File: src/rtl/col_scheduler_if.sv
// Read-request channel from col_scheduler (master) to the frame-buffer read path (slave).
interface col_scheduler_if #(
  parameter int unsigned THETA_RES = 27,
  parameter int unsigned NUM_COLS  = 64
);
  localparam int unsigned CW = $clog2(NUM_COLS);

  logic                 req_valid_out;
  logic                 req_ready_in;
  logic [CW-1:0]        req_col_out;
  logic [THETA_RES-1:0] req_theta_out;

  modport master (
    output req_valid_out,
    output req_col_out,
    output req_theta_out,
    input  req_ready_in
  );

  modport slave (
    input  req_valid_out,
    input  req_col_out,
    input  req_theta_out,
    output req_ready_in
  );
endinterface

File: src/rtl/col_scheduler.sv
// Per-slice column sequencer: issues one read request per enabled column, lowest first.
// Optional COL_SCHED_DROP_CNT_EN builds a saturating count of overwritten pending slices.
module col_scheduler #(
  parameter int unsigned THETA_RES = 27,
  parameter int unsigned NUM_COLS  = 64
) (
  input  logic                 clk_in,
  input  logic                 rst_n_in,
  input  logic [THETA_RES-1:0] theta_in,
  input  logic                 theta_valid_in,
  input  logic [NUM_COLS-1:0]  col_en_in,
  col_scheduler_if.master      req,
  output logic                 slice_done_out,
  output logic                 busy_out,
  output logic [15:0]          drop_count_out
);
  localparam int unsigned CW = $clog2(NUM_COLS);

  typedef enum logic [1:0] {StIdle, StScan, StDone} state_e;

  state_e               state_q, state_d;
  logic [THETA_RES-1:0] theta_q, theta_d;
  logic [NUM_COLS-1:0]  mask_q, mask_d;
  logic [CW-1:0]        cursor_q, cursor_d;
  logic                 pend_valid_q, pend_valid_d;
  logic [THETA_RES-1:0] pend_theta_q, pend_theta_d;
  logic [NUM_COLS-1:0]  pend_mask_q, pend_mask_d;
  logic                 drop_evt;
  logic                 found;
  logic [CW-1:0]        scan_col;
  logic                 hs;

  // Lowest enabled column at or above the cursor.
  always_comb begin
    found    = 1'b0;
    scan_col = '0;
    for (int i = 0; i < NUM_COLS; i++) begin
      if (!found && mask_q[i] && (CW'(i) >= cursor_q)) begin
        found    = 1'b1;
        scan_col = CW'(i);
      end
    end
  end

  assign hs = req.req_valid_out && req.req_ready_in;

  always_comb begin
    state_d      = state_q;
    theta_d      = theta_q;
    mask_d       = mask_q;
    cursor_d     = cursor_q;
    pend_valid_d = pend_valid_q;
    pend_theta_d = pend_theta_q;
    pend_mask_d  = pend_mask_q;
    drop_evt     = 1'b0;
    unique case (state_q)
      StIdle: begin
        // An empty mask still passes through one scan cycle before DONE.
        if (theta_valid_in) begin
          theta_d  = theta_in;
          mask_d   = col_en_in;
          cursor_d = '0;
          state_d  = StScan;
        end
      end
      StScan: begin
        if (theta_valid_in) begin
          pend_valid_d = 1'b1;
          pend_theta_d = theta_in;
          pend_mask_d  = col_en_in;
          drop_evt     = pend_valid_q;
        end
        if (hs) begin
          mask_d[scan_col] = 1'b0;
          cursor_d         = scan_col + CW'(1);
        end
        if (mask_d == '0) state_d = StDone;
      end
      StDone: begin
        pend_valid_d = 1'b0;
        if (theta_valid_in || pend_valid_q) begin
          // A fresh theta beats the stale pending entry, which is then counted as dropped.
          drop_evt = theta_valid_in && pend_valid_q;
          if (theta_valid_in) begin
            theta_d = theta_in;
            mask_d  = col_en_in;
          end else begin
            theta_d = pend_theta_q;
            mask_d  = pend_mask_q;
          end
          cursor_d = '0;
          state_d  = (mask_d == '0) ? StDone : StScan;
        end else begin
          state_d = StIdle;
        end
      end
      default: state_d = StIdle;
    endcase
  end

  always_ff @(posedge clk_in or negedge rst_n_in) begin
    if (!rst_n_in) begin
      state_q      <= StIdle;
      theta_q      <= '0;
      mask_q       <= '0;
      cursor_q     <= '0;
      pend_valid_q <= 1'b0;
      pend_theta_q <= '0;
      pend_mask_q  <= '0;
    end else begin
      state_q      <= state_d;
      theta_q      <= theta_d;
      mask_q       <= mask_d;
      cursor_q     <= cursor_d;
      pend_valid_q <= pend_valid_d;
      pend_theta_q <= pend_theta_d;
      pend_mask_q  <= pend_mask_d;
    end
  end

  assign req.req_valid_out = (state_q == StScan) && found;
  assign req.req_col_out   = (state_q == StScan) ? scan_col : '0;
  assign req.req_theta_out = theta_q;
  assign slice_done_out    = (state_q == StDone);
  assign busy_out          = (state_q != StIdle);

`ifdef COL_SCHED_DROP_CNT_EN
  logic [15:0] drop_cnt_q;

  always_ff @(posedge clk_in or negedge rst_n_in) begin
    if (!rst_n_in) begin
      drop_cnt_q <= '0;
    end else if (drop_evt && (drop_cnt_q != 16'hFFFF)) begin
      drop_cnt_q <= drop_cnt_q + 16'd1;
    end
  end

  assign drop_count_out = drop_cnt_q;
`else
  logic unused_drop_evt;
  assign unused_drop_evt = drop_evt;
  assign drop_count_out  = '0;
`endif
endmodule

File: src/flat_wrapper.sv
// flat-port wrapper written by rule: the top's interface ports become plain ports
module col_scheduler_flat 
#(
  parameter int unsigned THETA_RES = 27,
  parameter int unsigned NUM_COLS  = 64
)
  (clk_in, rst_n_in, theta_in, theta_valid_in, col_en_in, slice_done_out, busy_out, drop_count_out, req_req_valid_out, req_req_col_out, req_req_theta_out, req_req_ready_in);
  col_scheduler_if #(.THETA_RES(THETA_RES), .NUM_COLS(NUM_COLS)) req_i ();
  input  logic clk_in;
  input  logic rst_n_in;
  input  logic [THETA_RES-1:0] theta_in;
  input  logic theta_valid_in;
  input  logic [NUM_COLS-1:0] col_en_in;
  output logic slice_done_out;
  output logic busy_out;
  output logic [15:0] drop_count_out;
  output wire logic [$bits(req_i.req_valid_out)-1:0] req_req_valid_out;
  output wire logic [$bits(req_i.req_col_out)-1:0] req_req_col_out;
  output wire logic [$bits(req_i.req_theta_out)-1:0] req_req_theta_out;
  input wire logic [$bits(req_i.req_ready_in)-1:0] req_req_ready_in;
  assign req_req_valid_out = req_i.req_valid_out;
  assign req_req_col_out = req_i.req_col_out;
  assign req_req_theta_out = req_i.req_theta_out;
  assign req_i.req_ready_in = req_req_ready_in;
  col_scheduler #(.THETA_RES(THETA_RES), .NUM_COLS(NUM_COLS)) u_core (.clk_in(clk_in), .rst_n_in(rst_n_in), .theta_in(theta_in), .theta_valid_in(theta_valid_in), .col_en_in(col_en_in), .req(req_i), .slice_done_out(slice_done_out), .busy_out(busy_out), .drop_count_out(drop_count_out));
endmodule
File: config.mk
export PLATFORM = sky130hd
export DESIGN_NAME = col_scheduler_flat
export DESIGN_NICKNAME = d
export VERILOG_FILES = /design/src/rtl/col_scheduler_if.sv /design/src/rtl/col_scheduler.sv /design/src/flat_wrapper.sv
export SDC_FILE = /design/constraint.sdc
export NUM_CORES = 1
export LEC_CHECK = 0
export BUFFER_PORTS_ARGS = -buffer_cell sky130_fd_sc_hd__buf_2
export CORE_MARGIN = 3
export CORE_UTILIZATION = 55
export CTS_BUF_LIST = sky130_fd_sc_hd__clkbuf_8 sky130_fd_sc_hd__clkbuf_16
export DETAILED_ROUTE_END_ITERATION = 12
export GPL_TIMING_DRIVEN = 0
export PLACE_DENSITY = 0.88
export SLEW_MARGIN = 0
export SYNTH_ARGS = -nofsm -noshare
export SYNTH_HDL_FRONTEND = slang
export SYNTH_SLANG_ARGS = --single-unit
File: constraint.sdc
create_clock -name clk_in -period 5.5 [get_ports clk_in]
set_input_delay 1.1 -clock clk_in [delete_from_list [all_inputs] [get_ports clk_in]]
set_output_delay 1.1 -clock clk_in [all_outputs]
set_load 0.05 [all_outputs]
# ---- Yosys cells after proc, flatten, opt, wreduce, memory -nomap -nowiden
# Cells that the tools add are included.
# Widths: inputs -> output; s select.
dict set report totals {
  out_inout_bits 52
  wordCells 442
  ff_bits 191
  inputBits 95
}
dict set report classes {
  addsub 1
  reduce_logical 206
  mux 153
  magnitude_cmp 66
  eq_ne 7
  bitwise 2
}
# operator count
set ops {}
lappend ops {{$mux 64} 7}
lappend ops {{$mux 6} 36}
lappend ops {{$ge 6x6->1 const A} 32}
lappend ops {{$pmux 64 s3} 1}
lappend ops {{$logic_and 1x1->1} 130}
lappend ops {{$logic_not 64->1} 2}
lappend ops {{$ge 5x6->1 const A} 16}
lappend ops {{$mux 27} 3}
lappend ops {{$mux 5} 16}
lappend ops {{$mux 1} 67}
lappend ops {{$and 64x64->64} 1}
lappend ops {{$not 64->64} 1}
lappend ops {{$logic_not 1->1} 63}
lappend ops {{$pmux 27 s2} 1}
lappend ops {{$ge 4x6->1 const A} 8}
lappend ops {{$mux 4} 8}
lappend ops {{$ge 3x6->1 const A} 4}
lappend ops {{$pmux 6 s3} 1}
lappend ops {{$ge 1x6->1 const A} 2}
lappend ops {{$ge 2x6->1 const A} 2}
lappend ops {{$mux 2} 6}
lappend ops {{$mux 3} 4}
lappend ops {{$lt 6x7->1 const B} 1}
lappend ops {{$add 6x1->6 const B} 1}
lappend ops {{other kinds (15)} 22}

# ---- Longest topological paths before layout
# Gate-level depths: netlist of run 1.
dict set report logic_depth {
  ltp_word 266
  ltp_mapped 20
  depth_no_buf 14
}

# ---- Worst setup path before layout of run 1
# No wires, ideal clock.
dict set report synth_timing {
  path_kind {register -> output}
  from {register u_core.cursor_q[2]}
  to {output req_req_col_out[0]}
  required_time_ns 4.400
  stages_incl_launch_ff 16
  path_buffers 5
  t_arrival_ns 3.095
  slack_ns 1.305
  cell_sequence {dfrtp_1 > buf_6 > buf_6 > buf_6 > o2111ai_2 > o21ai_1 > nor2_2 > o211ai_1 > a221oi_1 > o22ai_1 > or4_1 > buf_2 > nor2_4 > inv_2 > buf_6 > and2_1}
}
dict set report synth_between {
  elab_chain_len 256
  word_cells_on_any_way 381
  classes_between {order compare (64); mux (127); reduce/logical (190)}
}
# element line
set synth_lines {}
lappend synth_lines {{start, declared} col_scheduler.sv:24} ;# logic [CW-1:0] cursor_q, cursor_d;
lappend synth_lines {{start signal, assigned} col_scheduler.sv:114} ;# cursor_q <= cursor_d;
lappend synth_lines {{$ge 1x6->1} col_scheduler.sv:38} ;# if (!found && mask_q[i] && (CW'(i) >= cursor_q)) begin
lappend synth_lines {{$logic_and 1x1->1} col_scheduler.sv:38}
lappend synth_lines {{$mux 1} col_scheduler.sv:38}
lappend synth_lines {{$logic_not 1->1} col_scheduler.sv:38}
lappend synth_lines {{$logic_and 1x1->1 (2 in series)} col_scheduler.sv:38}
lappend synth_lines {{$mux 1} col_scheduler.sv:38}
lappend synth_lines {{$logic_not 1->1} col_scheduler.sv:38}
lappend synth_lines {{$logic_and 1x1->1 (2 in series)} col_scheduler.sv:38}
lappend synth_lines {{(+236 left out)} n/a}
lappend synth_lines {{$mux 1} col_scheduler.sv:38}
lappend synth_lines {{$logic_not 1->1} col_scheduler.sv:38}
lappend synth_lines {{$logic_and 1x1->1 (2 in series)} col_scheduler.sv:38}
lappend synth_lines {{$mux 1} col_scheduler.sv:38}
lappend synth_lines {{$logic_not 1->1} col_scheduler.sv:38}
lappend synth_lines {{$logic_and 1x1->1 (2 in series)} col_scheduler.sv:38}
lappend synth_lines {{$mux 6 (*)} col_scheduler.sv:38}
lappend synth_lines {{$mux 6 (*)} col_scheduler.sv:122} ;# assign req.req_col_out = (state_q == StScan) ? scan_col : '0;
lappend synth_lines {{end, declared} flat_wrapper.sv:18} ;# output wire logic [$bits(req_i.req_col_out)-1:0] req_req_col_out;
# Mark *: on every way between the ends. The rest lies on a longest branch, timed or not.

# ---- Worst setup path in the final report of run 1
dict set report layout_timing {
  from {register u_core.cursor_q[3]}
  to {output req_req_col_out[0]}
}
# Same word-level chain as after synthesis.

==> run metrics, run 1 <==
leakage power=between 0.006 and 0.007 uW; filler cell count=about 2000; vias in the first global route=about 14000; worst vdd ir=around 470 uV; max incr delay on CP=0.59 ns; max cap viols=0; clock skew=roughly 0.015 ns; share of Yosys cell area claimed by the top area cell type=0.3587; WHS=~0.5 ns; WL/cell=about 25 um; CP Capture Point=req_req_col_out[0]; Yosys top cell by area=dfrtp_1; synth top area cells=dfrtp_1, o21ai_0, mux2_2; # setup viols final=0; Slowest cell on crit path=or4_1; Ports=around 150; ant diodes=0; #FFs+latches synth=about 190; largest fanout on the critical path=10; die height=~160 um; clk buf depth=2; largest net degree at the start of global routing=between 100 and 150; RSZ-0062 raised after global routing=false; WP depth=16; Starting Density=0.5644; cell with the most instances after synthesis=o21ai_0; DIE AREA=26130 um2; CTS Hold Buffers Added=0; iteration-0 DRC count of the detailed router=between 1500 and 2000; Placed Cells=approximately 2100; core region area=23610 um2; Setup TNS Final=0 ns; mapped cell area=around 13000 um2; Mapped Cells=1595; Critical Path Start Type=register; Final Hold Vio Count=0; fin crit period=roughly 5.4 ns; R2R depth=17; PnR Total Power=about 10000 uW; Post-synth EDFFs=0; Bufs and invs on worst path=7; via count=14110; initial antenna violation count=1; worst skew pair latency=0.44 ns; CP startpoint=u_core.cursor_q[3]$_DFFE_PN0P_; hold crit path type=register to register; share of layout cells above drive strength 1=0.2105; slew margin rel.=0.04855; Root Buffer=clkbuf_16; crit end category=primary output; final setup margin=approximately 0.08 ns; P&R area growth vs syn=14.28%; synth warn=0; Post-route DRC=1; WL final=roughly 53000 um; P per Cell Area=around 660 nW/um2; R2R Setup Slk=0.14 ns; Non-Filler Instances=between 2000 and 2500; critical path arrival=4.32 ns; Clock Pin Slew Worst Setup and Hold Paths=~0.080 ns; Distinct cells, synth=97; Least-Margin Pin Slew=1.419 ns; Synth top cells by count=o21ai_0, nand2_1, dfrtp_1; Die W=between 150 and 200 um; dpl ws=-0.2757 ns; TritonCTS Sinks=around 190; GP Congestion=1.036; post-detail-place hpwl=a little over 40000 um; Setup CP Type=register to primary output; FFs w/ async S/R, synth=1.000; GR Overflow Total=0; layout net count=1865; status=finished with violations; GRT Util Overall=0.3982; max frequency=184.5 MHz; failing checks=design-rule violations; first-pass GRT wire length=around 80000 um; CP Data Required Time=between 4 and 5 ns; Rows=between 50 and 60; worst r2r src=u_core.cursor_q[0]$_DFFE_PN0P_; post-route ant nets=0; Reg-to-Reg End=u_core.state_q[0]$_DFFE_PN0P_; Slew Viols, Final=0; CTS tree=done; CTS Buf Count=17; Detailed Routing Iterations Pass 1=10; post-DR vias/cell=just under 7; Largest delay share family, worst path=buffers and inverters; fin crit share=0.9857; H-tree depth=4; Cell Chain, Critical Path=buf_6 -> buf_4 -> buf_6 -> o2111ai_2 -> nor2b_1 -> o21ai_1 -> o211ai_1 -> a221oi_2 -> o22ai_1 -> or4_1 -> buf_2 -> nor2_4 -> inv_2 -> buf_6 -> and2_1 -> buf_2; most common flop cell mapped by yosys=dfrtp_1; Critical Path Most Common Cell=buf_6; post-synthesis sequential area ratio=0.3587; Mean Syn Cell Area=~8.4 um2; I/O Buffers=130
-- layer usage --
layer | vias up | global-route usage | wire [um]
met5 | - | 0 | 7
met4 | 2 | 0.2152 | 3226
met3 | 201 | 0.08238 | 5421
met2 | 993 | 0.6681 | 25320
met1 | 6749 | 0.4833 | 19470
li1 | 6160 | - | -
-- cells in the final DEF, fill, tap and decap left out, types with 10 or more instances in the layout --
cell type / netlist / layout
o21ai_0: 265 / 262
nand2_1: 201 / 201
dfrtp_1: 191 / 191
buf_2: 8 / 137
a21oi_1: 136 / 135
mux2_2: 91 / 91
clkbuf_1: 84 / 79
nor2b_1: 77 / 77
nor2_1: 75 / 74
nor4_1: 38 / 37
o31ai_1: 30 / 30
buf_4: 22 / 28
mux2i_1: 28 / 28
nand4_1: 24 / 24
inv_1: 21 / 21
buf_6: 20 / 20
nand3_1: 21 / 20
clkbuf_16: 0 / 17
conb_1: 1 / 16
o211ai_1: 14 / 14
a31oi_1: 14 / 14
or2_2: 10 / 10
and2_1: 10 / 10
-- flip-flops by register name, indices dropped and copies added, names as in the netlist --
name,count
u_core.mask_q,64
u_core.pend_theta_q,27
u_core.pend_valid_q,1
u_core.req.req_theta_out,27
u_core.pend_mask_q,64
u_core.state_q,2
u_core.cursor_q,6
-- timing repair --
action,CTS,global route
buffers inserted,1,5
resized for setup,6,18
endpoints found under the setup margin,5,7
pin swaps,2,4
-- cells by family (layout without fill, tap and decap cells) --
group           after synthesis  in the layout  synth area share
compound gates              574            574            0.2581
simple gates                537            537            0.2119
flops                       191            191            0.3587
buf+inv                     162            329           0.06384
mux                         121            121           0.09961
fa+ha+maj                     6              6          0.005633
xor+xnor                      3              3          0.001972
other cells                   1             16         0.0002814
-- report_power, final --
part	internal (uW)	switching, uW	total, uW
Clock	705	640	1350
Combinational	1940	3790	5740
Sequential	2100	820	2920
Total	4750	5250	10000
-- cell type report --
| cell class | instances | area (um2) | area share |
|---|---|---|---|
| Multi-Input combinational cell | 1257 | 7831 | 0.5142 |
| Timing Repair Buffer | 137 | 733.2 | 0.04814 |
| Clock buffer | 17 | 425.4 | 0.02793 |
| Sequential cell | 191 | 4780 | 0.3138 |
| Tap cell | 319 | 399.1 | 0.02621 |
| Inverter | 23 | 86.33 | 0.005669 |
| Buffer | 137 | 763.2 | 0.05012 |
| Clock inverter | 15 | 211.5 | 0.01388 |
-- how the worst min path moves through the flow --
stage,slack (ns),endpoint,depth (start not counted),start
floorplan,0.48,u_core.pend_theta_q[0]$_DFFE_PN0P_,1,u_core.pend_theta_q[0]$_DFFE_PN0P_
global placement,0.46,u_core.req.req_theta_out[11]$_DFFE_PN0P_,2,u_core.req.req_theta_out[11]$_DFFE_PN0P_
detailed placement,0.48,u_core.req.req_theta_out[13]$_DFFE_PN0P_,2,u_core.req.req_theta_out[13]$_DFFE_PN0P_
CTS,0.50,u_core.req.req_theta_out[22]$_DFFE_PN0P_,2,u_core.req.req_theta_out[22]$_DFFE_PN0P_
global route,0.52,u_core.req.req_theta_out[21]$_DFFE_PN0P_,2,u_core.req.req_theta_out[21]$_DFFE_PN0P_
finish,0.50,u_core.req.req_theta_out[13]$_DFFE_PN0P_,2,u_core.req.req_theta_out[13]$_DFFE_PN0P_
-- stage by stage --
stage            util  instance area, um2
6_report       0.6450               15230
3_3_place_gp   0.6112               14430
5_1_grt        0.6450               15230
2_1_floorplan       -               13380
3_5_place_dp   0.6128               14470
4_1_cts        0.6412               15140
-- worst register-to-register path, cell delays in order (launching register included) --
cell	delay, ns
dfrtp_1	0.50
buf_4	0.26
buf_6	0.18
buf_2	0.32
nand4_1	0.18
o211a_1	0.32
nor2_1	0.19
o21bai_1	0.09
a21o_1	0.23
a221oi_1	0.71
a21oi_1	0.18
o21ai_2	0.27
clkbuf_1	0.55
a21oi_1	0.11
o211ai_1	0.24
nor4_1	0.09
a41oi_1	0.45
mux2_1	0.37
Note: power is estimated with default switching activity, not from simulation.
==> inputs of run 2 (changes only) <==
- CORE_UTILIZATION: 55 -> 54
- PLACE_DENSITY: 0.88 -> 0.89
- clock period: 5.5 -> 4.5 ns (I/O delays scaled with it)
==> run metrics, run 2 (synthesis results as in run 1) <==
DIE AREA=about 27000 um2; P&R area growth vs syn=26.44%; filler cell count=about 1800; Clock Pin Slew Worst Setup and Hold Paths=approximately 0.08 ns; dpl cell area=around 14000 um2; biggest regs=u_core.mask_q (64), u_core.pend_mask_q (64); fin crit share=1.051; P per Cell Area=783.9 nW/um2; crit end category=register; WL/cell=between 20 and 25 um; post-detail-place hpwl=39190 um; Final Hold Vio Count=0; max frequency=about 210 MHz; Design Area, Final=16850 um2; TritonCTS Sinks=approximately 190; Ports=147; slew margin rel.=0.2492; CP Data Required Time=between 4 and 5 ns; GP Congestion=1.059; Starting Density=0.5578; fin crit period=about 4.7 ns; GR Overflow Total=0; Die W=163.1 um; worst vdd ir=roughly 570 uV; worst skew pair latency=approximately 0.45 ns; largest net degree at the start of global routing=116; post-DR vias/cell=6.730; layout net count=1939; Critical Path Start Type=register; status=finished with violations; die height=roughly 160 um; Slew Viols, Final=0; dpl ws=-1.047 ns; Rows=56; vias in the first global route=about 14000; PnR Total Power=approximately 13000 uW; most common cell after layout, fill and taps aside=o21ai_0; first-pass GRT wire length=81270 um; share of layout cells above drive strength 1=0.2944; I/O Buffers=130; CTS tree=done; post-route ant nets=0; hold crit path type=input pin to async pin; core region area=around 24000 um2; iteration-0 DRC count of the detailed router=1939; largest fanout on the critical path=10; CTS Buf Count=17; final setup margin=-0.2302 ns; # setup viols final=5; via count=~15000; max cap viols=0; initial antenna violation count=1; leakage power=~0.0071 uW; Post-route DRC=0; H-tree depth=4; GRT Util Overall=0.3979; commonest cells after routing, fill and taps aside=o21ai_0, nand2_1, dfrtp_1; critical path arrival=between 5 and 6 ns; RSZ-0062 raised after global routing=true; Setup CP Type=register to register; Least-Margin Pin Slew=1.119 ns; WL final=between 50000 and 60000 um; Setup TNS Final=-0.8021 ns; clk buf depth=2; failing checks=negative setup slack; clock skew=roughly 0.017 ns; CTS Hold Buffers Added=0; Detailed Routing Iterations Pass 1=8; Root Buffer=clkbuf_16
run 2: cell types whose count changed in the layout (fill, tap and decap cells not counted), sizes merged:
| cell | delta |
|---|---|
| buf | +74 |
| bufinv | -2 |
| clkinv | +3 |
| diode | +1 |
| inv | -1 |
run 2: critical path: stages (launching register included):
cell and delay (ns):
dfrtp_2 0.42, buf_12 0.13, buf_6 0.18, a21boi_1 0.10
o211ai_1 0.29, nand4_1 0.27, buf_4 0.22, nor4b_2 0.27
nor3b_4 0.27, buf_6 0.17, a221oi_2 0.12, or4_1 0.52
buf_6 0.17, buf_6 0.16, o31ai_2 0.20, nand4_1 0.18
nor4_2 0.34, a41oi_2 0.23, mux2_4 0.35
run 2: where the power goes:
| group | internal [uW] | total, uW | switching [uW] | leakage, uW |
|---|---|---|---|---|
| Sequential | 2560 | 3610 | 1050 | 0.00233 |
| Clock | 761 | 1570 | 811 | 0.000298 |
| Combinational | 3050 | 8020 | 4980 | 0.00446 |
run 2: worst paths after layout:
kind	cells after the start	end	startpoint	slack, ns
worst max-delay path	18	u_core.state_q[1]$_DFFE_PN0P_	u_core.cursor_q[3]$_DFFE_PN0P_	-0.23
worst min-delay path	1	u_core.req.req_theta_out[21]$_DFFE_PN0P_	rst_n_in	0.40
worst max register to register	18	u_core.state_q[1]$_DFFE_PN0P_	u_core.cursor_q[3]$_DFFE_PN0P_	-0.23
worst min register to register	2	u_core.req.req_theta_out[11]$_DFFE_PN0P_	u_core.req.req_theta_out[11]$_DFFE_PN0P_	0.48
max in group asynchronous	2	u_core.cursor_q[3]$_DFFE_PN0P_	rst_n_in	3.06
min in group clk_in	2	u_core.req.req_theta_out[11]$_DFFE_PN0P_	u_core.req.req_theta_out[11]$_DFFE_PN0P_	0.48
run 2: stage by stage:
stage	hold WS, ns	std cells	util
after floorplan	0.4787	1610	-
after global placement	0.4576	2059	0.6041
after detailed placement	0.4660	2060	0.6056
after CTS	0.4359	2115	0.6613
after global routing	0.4449	2170	0.7051
final	0.4031	2171	0.7052
run 2: cell type report:
cell class              instances  area (um2)  share of cell area
diodes                          1       2.502           0.0001485
plain buffers                 133       918.4             0.05450
clock buffers                  17       425.4             0.02525
clock inverters                15       187.7             0.01114
inverters                      23       86.33            0.005124
multi-input cells            1257        8533              0.5064
flip-flops and latches        191        4783              0.2839
well taps                     319       399.1             0.02369
repair buffers                215        1514             0.08985
run 2: metal layers:
metal | up-vias | routed length [um] | part of all wire | global-route usage
met5 | - | 13 | 0.00024 | 0
met4 | 2 | 4027 | 0.074 | 0.2191
met3 | 309 | 5621 | 0.10 | 0.08445
met2 | 1069 | 24440 | 0.45 | 0.6377
met1 | 6912 | 20050 | 0.37 | 0.5034
li1 | 6318 | - | - | -
run 2: what timing repair did:
item,4_1_cts,5_1_grt
buffers inserted,25,55
gates cloned,1,3
setup endpoints to repair,63,53
pin swaps,24,60
gates resized for setup,110,138
